File: config.mk
export PLATFORM = sky130hd
export DESIGN_NAME = disparity_wta
export DESIGN_NICKNAME = d
export VERILOG_FILES = /design/src/rtl/disparity_wta_pkg.sv /design/src/rtl/disparity_wta_dff.sv /design/src/rtl/disparity_wta.sv
export SDC_FILE = /design/constraint.sdc
export NUM_CORES = 1
export LEC_CHECK = 0
export CORE_MARGIN = 1.5
export CORE_UTILIZATION = 59
export CTS_BUF_LIST = sky130_fd_sc_hd__clkbuf_2
export DETAILED_ROUTE_END_ITERATION = 16
export GPL_TIMING_DRIVEN = 0
export PLACE_DENSITY = 0.85
export SYNTH_ARGS = -nofsm -noshare
export SYNTH_HDL_FRONTEND = slang
export SYNTH_HIERARCHICAL = 1
export SYNTH_SLANG_ARGS = --single-unit
File: constraint.sdc
create_clock -name clk -period 6.1 [get_ports clk]
set_clock_uncertainty 0.15 [all_clocks]
set_input_delay 1.22 -clock clk [delete_from_list [all_inputs] [get_ports clk]]
set_output_delay 1.22 -clock clk [all_outputs]
set_load 0.01 [all_outputs]
File: src/rtl/disparity_wta_pkg.sv
// Shared census definitions for the stereo matching pipeline.
// Holds the default cost width and disparity count used by the
// population-count and winner-take-all stages, plus the WTA FSM states.
package disparity_wta_pkg;

    localparam int unsigned CENSUS_COST_WIDTH = 7;
    localparam int unsigned CENSUS_NUM_DISP   = 64;

    typedef enum logic {
        ST_IDLE  = 1'b0,
        ST_ACCUM = 1'b1
    } wta_state_t;

endpackage

File: src/rtl/disparity_wta_dff.sv
// Generic enabled register with synchronous active-high reset to zero.
// Ports:
//   en  - load enable (reset overrides it)
//   clk - clock, rising edge
//   rst - synchronous reset, clears q
//   d   - next value
//   q   - registered value
module dff #(
    parameter int unsigned WIDTH = 1
) (
    input  logic             en,
    input  logic             clk,
    input  logic             rst,
    input  logic [WIDTH-1:0] d,
    output logic [WIDTH-1:0] q
);

    always_ff @(posedge clk) begin
        if (rst) begin
            q <= '0;
        end else if (en) begin
            q <= d;
        end
    end

endmodule

File: src/rtl/disparity_wta.sv
// Winner-take-all disparity selection. Consumes one matching cost per
// cycle (disparity index implied by arrival order, framed by cost_first)
// and reports the minimum-cost disparity with a uniqueness flag based on
// the gap to the runner-up cost.
// Ports:
//   en            - global pipeline enable, low freezes all state
//   clk, rst      - clock and synchronous active-high reset
//   cost_valid    - cost carries a candidate this cycle
//   cost_first    - candidate is disparity 0 of a new pixel
//   cost          - matching cost
//   out_valid     - one-cycle result strobe
//   out_disp      - winning disparity index
//   out_cost      - winning cost
//   out_confident - second-best minus best reached UNIQ_MARGIN
//   err_seq       - one-cycle framing-error strobe
module disparity_wta
    import disparity_wta_pkg::*;
#(
    parameter int unsigned COST_WIDTH  = CENSUS_COST_WIDTH,
    parameter int unsigned NUM_DISP    = CENSUS_NUM_DISP,
    parameter int unsigned UNIQ_MARGIN = 0,
    localparam int unsigned DISP_WIDTH = (NUM_DISP > 1) ? $clog2(NUM_DISP) : 1
) (
    input  logic                  en,
    input  logic                  clk,
    input  logic                  rst,
    input  logic                  cost_valid,
    input  logic                  cost_first,
    input  logic [COST_WIDTH-1:0] cost,
    output logic                  out_valid,
    output logic [DISP_WIDTH-1:0] out_disp,
    output logic [COST_WIDTH-1:0] out_cost,
    output logic                  out_confident,
    output logic                  err_seq
);

    localparam logic [DISP_WIDTH-1:0] LAST_IDX = DISP_WIDTH'(NUM_DISP - 1);
    localparam logic [COST_WIDTH:0]   MARGIN   = (COST_WIDTH + 1)'(UNIQ_MARGIN);
    localparam int unsigned           RES_W    = DISP_WIDTH + COST_WIDTH + 1;

    wta_state_t            r_state;
    logic [DISP_WIDTH-1:0] r_cnt;
    logic [DISP_WIDTH-1:0] r_best_d;
    logic [COST_WIDTH-1:0] r_best;
    logic [COST_WIDTH-1:0] r_second;

    wta_state_t            w_state_nxt;
    logic [DISP_WIDTH-1:0] w_cnt_nxt;
    logic [DISP_WIDTH-1:0] w_best_d_nxt;
    logic [COST_WIDTH-1:0] w_best_nxt;
    logic [COST_WIDTH-1:0] w_second_nxt;
    logic                  w_emit;
    logic                  w_err;
    logic [COST_WIDTH:0]   w_gap;
    logic                  w_conf;
    logic [RES_W-1:0]      w_res_d;
    logic [RES_W-1:0]      w_res_q;

    always_comb begin
        w_state_nxt  = r_state;
        w_cnt_nxt    = r_cnt;
        w_best_d_nxt = r_best_d;
        w_best_nxt   = r_best;
        w_second_nxt = r_second;
        w_emit       = 1'b0;
        w_err        = 1'b0;
        if (cost_valid) begin
            if (cost_first) begin
                // A first marker mid-pixel abandons the partial pixel and
                // restarts, flagging the framing break.
                w_err        = (r_state == ST_ACCUM);
                w_best_nxt   = cost;
                w_best_d_nxt = '0;
                w_second_nxt = '1;
                w_cnt_nxt    = DISP_WIDTH'(1);
                if (NUM_DISP == 1) begin
                    w_emit      = 1'b1;
                    w_state_nxt = ST_IDLE;
                end else begin
                    w_state_nxt = ST_ACCUM;
                end
            end else if (r_state == ST_IDLE) begin
                w_err = 1'b1;
            end else begin
                // Strict less-than keeps the lower disparity on ties; an
                // equal cost still becomes the runner-up.
                if (cost < r_best) begin
                    w_second_nxt = r_best;
                    w_best_nxt   = cost;
                    w_best_d_nxt = r_cnt;
                end else if (cost < r_second) begin
                    w_second_nxt = cost;
                end
                w_cnt_nxt = r_cnt + DISP_WIDTH'(1);
                if (r_cnt == LAST_IDX) begin
                    w_emit      = 1'b1;
                    w_state_nxt = ST_IDLE;
                end
            end
        end
    end

    // Extra bit keeps the gap non-negative; an untouched runner-up means
    // there was no competitor, which is always unique.
    assign w_gap   = {1'b0, w_second_nxt} - {1'b0, w_best_nxt};
    assign w_conf  = (&w_second_nxt) | (w_gap >= MARGIN);
    assign w_res_d = {w_best_d_nxt, w_best_nxt, w_conf};

    always_ff @(posedge clk) begin
        if (rst) begin
            r_state  <= ST_IDLE;
            r_cnt    <= '0;
            r_best_d <= '0;
            r_best   <= '1;
            r_second <= '1;
        end else if (en) begin
            r_state  <= w_state_nxt;
            r_cnt    <= w_cnt_nxt;
            r_best_d <= w_best_d_nxt;
            r_best   <= w_best_nxt;
            r_second <= w_second_nxt;
        end
    end

    dff #(.WIDTH(1)) u_valid_reg (
        .en  (en),
        .clk (clk),
        .rst (rst),
        .d   (w_emit),
        .q   (out_valid)
    );

    dff #(.WIDTH(1)) u_err_reg (
        .en  (en),
        .clk (clk),
        .rst (rst),
        .d   (w_err),
        .q   (err_seq)
    );

    // Result fields only load on an emit so they hold between strobes.
    dff #(.WIDTH(RES_W)) u_res_reg (
        .en  (en & w_emit),
        .clk (clk),
        .rst (rst),
        .d   (w_res_d),
        .q   (w_res_q)
    );

    assign {out_disp, out_cost, out_confident} = w_res_q;

endmodule

# Word level (Yosys, flattened, before mapping)
# Index checks and enable logic that the tools add are counted.
[op_classes]
order_cmp = 3
n_mux = 25
n_addsub = 2
n_eq_ne = 1
n_bitwise = 2
n_reduce_logical = 4
[op_table]
columns = ["op", "n"]
rows = [
  ["2-to-1 mux 7 bit", 9],
  ["2-to-1 mux 6 bit", 6],
  ["less-than comparator 7 bit", 2],
  ["2-to-1 mux 1 bit", 10],
  ["greater-or-equal comparator 8 x 1 -> 1 bit, second input constant", 1],
  ["subtractor 7 x 7 -> 8 bit", 1],
  ["AND reduction 7 bit", 1],
  ["adder 6 x 1 -> 6 bit, second input constant", 1],
  ["== test 6 bit, second input constant", 1],
  ["AND reduction 3 bit", 1],
  ["AND reduction 2 bit", 1],
  ["nonzero test 2 bit", 1],
  ["bitwise AND 1 bit", 1],
  ["OR 1 bit", 1],
]
[word_totals]
word_cells = 45
regBits = 43
out_inout_bits = 16

# Longest topological paths before layout
# Gate-level depths: netlist of run 1.
[logic_depth]
depth_word = 9
mapped_depth = 10

# By module
# The synthesis of run 1 kept the hierarchy.
[modules_own_cells]
columns = ["module", "cells_each", "n_inst", "seq_area_each_um2", "area_per_inst_um2"]
rows = [
  ["disparity_wta", 141, 1, 400.4, 1221.2],
  ["dff at u_res_reg", 45, 1, 280.3, 508.0],
  ["dff at u_err_reg ...", 3, 2, 20.0, 33.8],
]

# Least setup slack after synthesis of run 1
# OpenSTA, ideal clock, no wires.
[synth_path]
path_type = "input port to flip-flop"
from = "input port cost[6]"
to = "register u_res_reg.q[2]"
setup_time_ns = 0.128
cell_stages = 9
slack_ns = 3.011
t_arrival_ns = 2.812
t_required_ns = 5.822
cell_sequence = "ha_1 -> and4_1 -> o21ai_1 -> o211a_1 -> o21ai_2 -> buf_6 -> mux2_4 -> mux2i_1 -> nor2_1"
[synth_between]
elab_chain_len = 5
[synth_rtl]
columns = ["element", "line", "text"]
rows = [
  ["start, declared", "disparity_wta.sv:29", "input logic [COST_WIDTH-1:0] cost,"],
  ["less-than comparator 7 bit", "disparity_wta.sv:87", "if (cost < r_best) begin"],
  ["2-to-1 mux 7 bit", "disparity_wta.sv:87", ""],
  ["2-to-1 mux 7 bit", "disparity_wta.sv:82", "end else if (r_state == ST_IDLE) begin"],
  ["2-to-1 mux 7 bit", "disparity_wta.sv:68", "if (cost_first) begin"],
  ["2-to-1 mux 7 bit", "disparity_wta.sv:67", "if (cost_valid) begin"],
  ["named net w_best_nxt[1]", "disparity_wta.sv:50", "logic [COST_WIDTH-1:0] w_best_nxt;"],
  ["end signal, assigned", "disparity_wta_dff.sv:20", "q <= '0;"],
  ["end signal, assigned", "disparity_wta_dff.sv:22", "q <= d;"],
  ["end, declared", "disparity_wta_dff.sv:15", "output logic [WIDTH-1:0] q"],
]
# The timed path passes the listed nets, and every way through them passes these cells.
# A chain may end at the register's enable or synchronous reset.

# Final worst setup path of run 1
[layout_path]
from = "input port cost[5]"
to = "register u_res_reg.q[1]"
# Same word-level chain as after synthesis.

==> metrics.csv, run 1 <==
metric,value,unit
CP Depth,10,
synth top area cells,"dfxtp_1 (40%), mux2i_1 (13%), nor2_1 (7.3%)",
CP Launch Point,cost[5],
reg2reg end,u_res_reg/q[1]$_SDFFE_PP0P_,
Inserted Diodes,0,
Gate power share,11.1,%
Worst-Skew Late Latency,0.39,ns
Vias/cell,5.74,
fin crit period,3.39,ns
Mapped Avg Cell Area,9.36,um^2
# setup viols final,0,
placed instance count,250,
Sw Share,24.5,%
Crit. End Element,register,
initial antenna violation count,0,
post-synth cell types,38,
Residual DRC,3,
Post-synth EDFFs,0,
clk sinks,36,
Initial DRT Pass Iterations,11,
violated checks,DRC,
pre-CTS setup slack,2.33,ns
M1 GR Usage,31.7,%
# rows,19,
setup_tns,0,ns
CP startpoint kind,input pin,
Post-CTS Setup Bufs,0,
post-synthesis mux area share,18.0,%
final period utilization,55.5,%
Power Density,200,nW/um^2
grt total ovfl,0,
first-pass GRT wire length,6.45,mm
DR WL/cell,15.1,um
WP data arrival,3.52,ns
Clk network pwr share,33.3,%
max-slew violations,0,
leading area contributor after synthesis,dfxtp_1,
Hold Path Class,reg -> reg,
R2R cell count,10,
internal power,328,uW
Top Ports,28,
CP endpoint,u_res_reg/q[1]$_SDFFE_PP0P_,
# hold bufs at CTS,0,
"IR drop worst, VDD",0.168,mV
Starting Density,63.5,%
Max Buffers Root-to-Sink,2,
CTS root buf,clkbuf_2,
Synth top area share,40.1,%
met2 usage,43.5,%
Post-Synth Adder-Cell Area,5.57,%
number of CTS-inserted buffers,5,
GRT Max-Usage Layer,met2,
largest family of logic cells by synthesized area,multiplexers,
die width,58.2,um
sequential share of power,55.6,%
synth cell count leaders,"dfxtp_1 (36), nor2_1 (35), mux2i_1 (23)",
M3 GR Usage,7.37,%
CP Buf/Inv Count,2,
unrepaired setup endpoints after global routing,false,
final HPWL from detailed placement,2.85,mm
GRT Total Usage,25.6,%
ys flop type,dfxtp_1,
vias in the first global route,1402,
Layout Cells excl Fill,258,
remaining antenna violation count after routing,0,
Pleak,0.000868,uW
layout cells sized above 1,11.9,%
largest net degree at the start of global routing,13,
post_cts resized,0,
"Max FO, Critical Path",10,
Psw,107,uW
Ys Warns,6,
Post-synth ARST share,0,%
CTS H-tree depth,2,
Detailed Route WL,3.89,mm
Crit path largest cell delay,0.47,ns
post-synthesis cell count,192,
final hold violations,0,
DRT iter0 DRCs,100,
Placer Congestion,0.812,
R2R Setup Slk,3.58,ns
synth-to-layout area growth,20.7,%
Core Region,2830,um^2
status,"finished, violations left",
final worst slack,2.71,ns
CP max stage cell,clkdlybuf4s50_1,
"Net Count, Synth",212,
Crit Path Class,in -> reg,
Die Span Y,58.2,um
Synth Register Bits,36,
Die ar.,3390,um^2
CTS tree,built,
"Core Util, Final",76.6,%
CP cell instances,clkdlybuf4s50_1 -> ha_1 -> and4_1 -> o21ai_1 -> o211a_1 -> o21ai_2 -> buf_6 -> mux2_4 -> mux2i_1 -> nor2_1,
Top Family by Delay on Critical Path,buffers and inverters,
XOR/XNOR share of the synthesized area,1.46,%
Post-Synth Simple-Gate Area,15.6,%
layout net count,246,
Via Count,1482,
Max Cap Viol,0,
# port buffers,27,
most numerous cell in the Yosys netlist,dfxtp_1,
fmax,295,MHz
clock transition at the registers of the reported paths,0.17,ns
CP Data Required Time,6.24,ns
worst r2r src,r_best[5]$_SDFFE_PP1P_,
"Cell Area, Synth",1800,um^2
Synth Area in Compound Gates,11.9,%
sequential fraction of the synthesis area,40.1,%
[flip-flops by register name, summed over array words and instances (netlist names)]
signal         flops
r_state            1
u_valid_reg/q      1
u_res_reg/q       14
r_cnt              6
r_best             7
r_best_d           6
u_err_reg/q        1
[metrics by stage]
step	power, uW	cell area [um^2]	hold slack, ns
finish	434	2170	0.337
global placement	291	2110	0.313
floorplan	274	1800	0.304
detailed placement	293	2110	0.318
global route	452	2170	0.365
CTS	438	2170	0.340
[kinds of logic after synthesis]
kind of cell / after synthesis
buffers and inverters: 24
flip-flops: 36
AO/OA/AOI/OAI: 26
multiplexers: 30
other: 1
AND/OR/NAND/NOR: 64
adder cells (fa/ha/maj): 8
XOR/XNOR: 3
[metal layers]
metal | up-vias | part of all wire [%]
met3 | 11 | 5.5
met4 | 0 | 1.6
met2 | 41 | 49
met5 | - | 0
met1 | 701 | 44
li1 | 729 | -
[cell type report]
cell class | instances | area (um^2)
Multi-Input combinational cell | 132 | 948
Sequential cell | 36 | 721
Fill cell | 199 | 661
Timing Repair Buffer | 27 | 270
Buffer | 9 | 71.3
Inverter | 15 | 56.3
Tap cell | 31 | 38.8
Clock inverter | 3 | 37.5
Clock buffer | 5 | 25.0
[power by group through the flow]
stage / clock (uW) / combinational [uW] / sequential [uW]
global route: 157 / 52.5 / 242
finish: 145 / 48.3 / 241
CTS: 148 / 48.0 / 241
global placement: 0 / 45.1 / 246
detailed placement: 0 / 47.4 / 246
floorplan: 0 / 28.6 / 245
[how the worst min path moves through the flow]
stage	from	endpoint	slack (ns)	depth (start not counted)
after floorplan	r_best_d[2]$_SDFFE_PP0P_	r_best_d[2]$_SDFFE_PP0P_	0.30	2
after detailed placement	r_best_d[4]$_SDFFE_PP0P_	r_best_d[4]$_SDFFE_PP0P_	0.32	2
final	r_best_d[4]$_SDFFE_PP0P_	r_best_d[4]$_SDFFE_PP0P_	0.34	2
after global routing	r_best_d[5]$_SDFFE_PP0P_	r_best_d[5]$_SDFFE_PP0P_	0.37	2
after CTS	r_best_d[4]$_SDFFE_PP0P_	r_best_d[4]$_SDFFE_PP0P_	0.34	2
after global placement	r_best_d[2]$_SDFFE_PP0P_	r_best_d[2]$_SDFFE_PP0P_	0.31	2
[worst reg2reg max path, cell delays in order (launching register included)]
cell and delay, ns:
dfxtp_1 0.40, inv_1 0.07, ha_1 0.31, and4_1 0.21, o21ai_1 0.10, o211a_1 0.26, o21ai_2 0.23, buf_6 0.20
mux2_4 0.30, mux2i_1 0.14, nor2_1 0.05
[placed cells by master (no fill, tap or decap), drive strengths merged, types with 3 or more instances in the layout]
master / netlist / final
a21oi: 4 / 4
a22o: 6 / 6
buf: 6 / 6
clkbuf: 3 / 8
clkdlybuf4s50: 0 / 27
dfxtp: 36 / 36
ha: 8 / 8
inv: 15 / 15
mux2: 7 / 7
mux2i: 23 / 23
nand2: 13 / 13
nor2: 36 / 36
o21ai: 5 / 5
o32ai: 6 / 6
xor2: 3 / 3
No activity file was read; power rests on OpenSTA's default activity.
==> inputs of run 2 (changes only) <==
Settings changed: CORE_UTILIZATION 59 to 50, PLACE_DENSITY 0.85 to 0.77.
Clock period 6.1 ns to 3 ns, I/O delays scaled along.
==> metrics.csv, run 2 (synthesis gave the netlist of run 1 again) <==
metric,value,unit,change
status,"finished, final reports clean",,
DRT iter0 DRCs,61,,-39%
Power Density,404,nW/um^2,+100%
Via Count,1398,,-5.7%
# setup viols final,0,,unchanged
Die Span Y,62.9,um,+8.2%
Post-CTS Setup Bufs,0,,unchanged
CP cell instances,clkdlybuf4s50_1 -> ha_1 -> and4_1 -> o21ai_1 -> o211a_1 -> o21ai_2 -> buf_6 -> mux2_4 -> mux2i_1 -> nor2_1,,
# hold bufs at CTS,0,,unchanged
Hold Slack,0.341,ns,+0.00444 ns
Max Buffers Root-to-Sink,2,,unchanged
CTS root buf,clkbuf_2,,
grt total ovfl,0,,unchanged
Core Region,3390,um^2,+20%
WP data arrival,2.94,ns,-0.58 ns
Biggest register,u_res_reg/q,,
final worst slack,0.201,ns,-2.51 ns
CP max stage cell,clkdlybuf4s50_1,,
Largest register FFs,14,,unchanged
DR WL/cell,12.6,um,-16%
pre-CTS setup slack,-0.234,ns,-2.56 ns
setup_tns,0,ns,unchanged
placed instance count,265,,+6.0%
Placer Congestion,0.798,,-1.7%
largest net degree at the start of global routing,13,,unchanged
remaining antenna violation count after routing,0,,unchanged
Max Cap Viol,0,,unchanged
CTS H-tree depth,2,,unchanged
max-slew violations,0,,unchanged
Crit path largest cell delay,0.46,ns,about the same
first-pass GRT wire length,6.10,mm,-5.5%
Initial DRT Pass Iterations,4,,-7
Layout Cells excl Fill,273,,+5.8%
CP Data Required Time,3.14,ns,-3.10 ns
"Max FO, Critical Path",10,,unchanged
number of CTS-inserted buffers,5,,unchanged
top flop regs,"u_res_reg/q: 14 flops, r_best: 7 flops",,
unrepaired setup endpoints after global routing,false,,
Inserted Diodes,0,,unchanged
die width,62.9,um,+8.2%
fillers,299,,+50%
Die ar.,3960,um^2,+17%
layout cells sized above 1,12.8,%,+0.88 points
Hold Path Class,reg -> reg,,
GRT Total Usage,19.7,%,-6.0 points
"IR drop worst, VDD",0.198,mV,+18%
CP startpoint kind,input pin,,
Top Ports,28,,unchanged
Crit Path Class,in -> reg,,
Residual DRC,0,,-3
"Design Area, Final",2190,um^2,+1.1%
Starting Density,53.0,%,-11 points
Slew @ Worst Pin,0.498,ns,
fin crit period,2.80,ns,
# rows,21,,+2
# port buffers,27,,unchanged
placed inst area,2120,um^2,+0.89%
synth-to-layout area growth,22.0,%,
clock transition at the registers of the reported paths,0.19,ns,+0.02 ns
Pleak,0.000868,uW,+0.11%
CTS tree,built,,
initial antenna violation count,0,,unchanged
Worst-Skew Late Latency,0.39,ns,about the same
Vias/cell,5.12,,-11%
"commonest non-fill, non-tap cells in the layout","dfxtp_1 (36), nor2_1 (35), clkdlybuf4s50_1 (27)",,
final hold violations,0,,unchanged
final HPWL from detailed placement,2.58,mm,-9.4%
vias in the first global route,1296,,-7.6%
fmax,357,MHz,
clk sinks,36,,unchanged
"leading cell type in the layout, fill and taps excluded",dfxtp_1,,
Crit. End Element,register,,
layout net count,246,,unchanged
final period utilization,93.3,%,
post_cts resized,0,,unchanged
Rel. slew slack,66.7,%,
Detailed Route WL,3.45,mm,-11%
## run 2: final timing paths
check | end | depth (start not counted) | startpoint | slack, ns
setup / recovery | u_res_reg/q[2]$_SDFFE_PP0P_ | 10 | cost[6] | 0.20
hold / removal | r_best_d[2]$_SDFFE_PP0P_ | 2 | r_best_d[2]$_SDFFE_PP0P_ | 0.34
setup reg to reg | u_res_reg/q[2]$_SDFFE_PP0P_ | 10 | r_best[6]$_SDFFE_PP1P_ | 0.47
hold reg to reg | r_best_d[2]$_SDFFE_PP0P_ | 2 | r_best_d[2]$_SDFFE_PP0P_ | 0.34
## run 2: critical path, delay by kind of cell
family,cells,cell delay [ns]
buf+inv,2,0.66
fa+ha+maj,1,0.33
simple gates,2,0.26
mux,2,0.46
compound gates,3,0.61
## run 2: through the flow
stage / power, uW / util, %
6_report: 886 / 64.7
3_3_place_gp: 594 / 62.7
4_1_cts: 896 / 64.7
5_1_grt: 930 / 64.7
3_5_place_dp: 595 / 62.7
2_1_floorplan: 557 / -
## run 2: where the power goes
group / switching, uW / internal, uW
Sequential: 5.27 / 485
Clock: 162 / 139
Combinational: 49.9 / 45.3
## run 2: per-layer routing
metal  share of wire [%]  up-vias  GRT usage [%]
met1                  50      631           26.8
met4                 1.6        0           8.33
met3                 4.4        8           5.23
li1                    -      727              -
met5                   0        -              0
met2                  43       32           29.1
## run 2: final cells by class
type,instances,area (um^2),share of cell area [%]
multi-input cells,132,948,43.3
flip-flops and latches,36,721,32.9
repair buffers,27,270,12.3
plain buffers,9,71.3,3.25
well taps,46,57.6,2.63
inverters,15,56.3,2.57
clock inverters,3,42.5,1.94
clock buffers,5,25.0,1.14
==> inputs of run 3 (changes only) <==
Settings changed: CORE_UTILIZATION 50 to 59, GPL_TIMING_DRIVEN 0 to default, PLACE_DENSITY 0.77 to 0.85.
Clock period 3 ns to 3.5 ns, I/O delays scaled along.
==> metrics.csv, run 3 (synthesis gave the netlist of run 1 again) <==
metric,value,unit,change
status,"finished, violations left",,
violated checks,DRC,,
initial antenna violation count,0,,unchanged
"leading cell type in the layout, fill and taps excluded",dfxtp_1,,
Largest register FFs,14,,unchanged
# port buffers,27,,unchanged
# rows,19,,-9.5%
Hold Path Class,reg -> reg,,
sequential share of power,61.5,%,+6.2 points
final hold violations,0,,unchanged
Gate power share,11.8,%,+1.1 points
WP data arrival,2.96,ns,+0.02 ns
Power Density,326,nW/um^2,-19%
Psw,182,uW,-16%
Top Ports,28,,unchanged
synth-to-layout area growth,16.9,%,
post_cts resized,0,,unchanged
max-slew violations,0,,unchanged
CTS tree,built,,
final period utilization,81.4,%,
internal power,502,uW,-25%
# setup viols final,0,,unchanged
Vias/cell,5.73,,+12%
CP cell instances,clkdlybuf4s50_1 -> ha_1 -> and4_1 -> o21ai_1 -> o211a_1 -> o21ai_2 -> buf_4 -> mux2_2 -> mux2i_1 -> nor2_1,,
Hold Slack,0.349,ns,+0.00811 ns
largest net degree at the start of global routing,28,,+15
Max Cap Viol,0,,unchanged
CP Buf/Inv Count,2,,unchanged
Clk network pwr share,26.7,%,-7.2 points
remaining antenna violation count after routing,0,,unchanged
number of CTS-inserted buffers,5,,unchanged
layout cells sized above 1,11.8,%,-1.0 points
# hold bufs at CTS,0,,unchanged
Post-CTS Setup Bufs,0,,unchanged
Max Buffers Root-to-Sink,2,,unchanged
CTS root buf,clkbuf_2,,
Inserted Diodes,0,,unchanged
DR WL/cell,15.1,um,+19%
clk sinks,36,,unchanged
die width,58.2,um,-7.6%
CP Data Required Time,3.61,ns,+0.47 ns
Starting Density,63.5,%,+11 points
Initial DRT Pass Iterations,10,,+6
top flop regs,"u_res_reg/q: 14 flops, r_best: 7 flops",,
Crit. End Element,register,,
fmax,351,MHz,
DRT iter0 DRCs,76,,+25%
grt total ovfl,0,,unchanged
Crit Path Class,in -> reg,,
layout net count,241,,-2.0%
Pleak,0.000841,uW,-3.1%
"IR drop worst, VDD",0.212,mV,+7.1%
vias in the first global route,1362,,+5.1%
Core Region,2830,um^2,-17%
Worst-Skew Late Latency,0.39,ns,about the same
area of the multi-input gates,948,um^2,unchanged
GRT Total Usage,25.3,%,+5.6 points
"Max FO, Critical Path",13,,+3
Biggest register,u_res_reg/q,,
"commonest non-fill, non-tap cells in the layout","dfxtp_1 (36), nor2_1 (35), clkdlybuf4s50_1 (27)",,
Die ar.,3390,um^2,-15%
clock transition at the registers of the reported paths,0.17,ns,-0.02 ns
Crit path largest cell delay,0.46,ns,about the same
final HPWL from detailed placement,2.81,mm,+8.8%
CP startpoint kind,input pin,,
Detailed Route WL,3.80,mm,+10%
Die Span Y,58.2,um,-7.6%
Placer Congestion,0.846,,+6.0%
register area,721,um^2,unchanged
first-pass GRT wire length,6.52,mm,+6.9%
Sw Share,26.6,%,+2.2 points
fillers,224,,-25%
Top Family by Delay on Critical Path,buffers and inverters,,
Via Count,1445,,+3.4%
CTS H-tree depth,2,,unchanged
CP max stage cell,clkdlybuf4s50_1,,
fin crit period,2.85,ns,
setup_tns,0,ns,unchanged
Residual DRC,3,,+3
unrepaired setup endpoints after global routing,false,,
## run 3: changes by cell type in the layout (fill, tap and decap cells not counted), sizes merged
cell and change:
buf -2, clkbuf -2, bufinv -1, clkinvlp -1
## run 3: worst register-to-register path, stage by stage (launching register included)
cell,delay (ns)
dfxtp_1,0.39
inv_1,0.06
ha_1,0.31
and4_1,0.20
o21ai_1,0.10
o211a_1,0.25
o21ai_2,0.10
buf_4,0.24
mux2_2,0.37
mux2i_1,0.14
nor2_1,0.06
## run 3: final cells by class
| cell class | instances | area share, % |
|---|---|---|
| multi-input cells | 132 | 45.2 |
| clock inverters | 1 | 0.238 |
| well taps | 31 | 1.85 |
| repair buffers | 31 | 14.3 |
| flip-flops and latches | 36 | 34.3 |
| clock buffers | 6 | 1.43 |
| inverters | 15 | 2.68 |
## run 3: power by group through the flow
stage,registers (uW),clock network (uW),logic [uW]
after global placement,428,0,76.2
after detailed placement,429,0,79.7
final,420,183,80.7
after floorplan,428,0,49.8
after global routing,422,207,88.3
after CTS,420,184,80.2
## run 3: final timing paths
| kind | start | end | slack [ns] | depth (start not counted) |
|---|---|---|---|---|
| min reg2reg | r_best_d[3]$_SDFFE_PP0P_ | r_best_d[3]$_SDFFE_PP0P_ | 0.35 | 2 |
| max reg2reg | r_best[5]$_SDFFE_PP1P_ | u_res_reg/q[4]$_SDFFE_PP0P_ | 1.01 | 10 |
| max | cost[5] | u_res_reg/q[4]$_SDFFE_PP0P_ | 0.65 | 10 |
| min | r_best_d[3]$_SDFFE_PP0P_ | r_best_d[3]$_SDFFE_PP0P_ | 0.35 | 2 |
## run 3: per-stage QoR
step / instances / total power, uW / utilization [%] / worst slack (ns) / area (um^2)
6_report: 252 / 684 / 74.2 / 0.650 / 2100
5_1_grt: 252 / 717 / 74.2 / 0.578 / 2100
4_1_cts: 252 / 685 / 74.2 / 0.690 / 2100
3_5_place_dp: 245 / 508 / 73.0 / 0.268 / 2060
3_3_place_gp: 245 / 504 / 73.0 / 0.390 / 2060
2_1_floorplan: 192 / 478 / - / 0.931 / 1800
## run 3: routing by layer
layer  track usage [%]  share of wire [%]  vias to the layer above
met5                 0                  0                        -
met1              33.5                 46                      698
met4              6.98                1.0                        0
met2              40.7                 50                       27
met3              6.70                3.4                        6
li1                  -                  -                      714
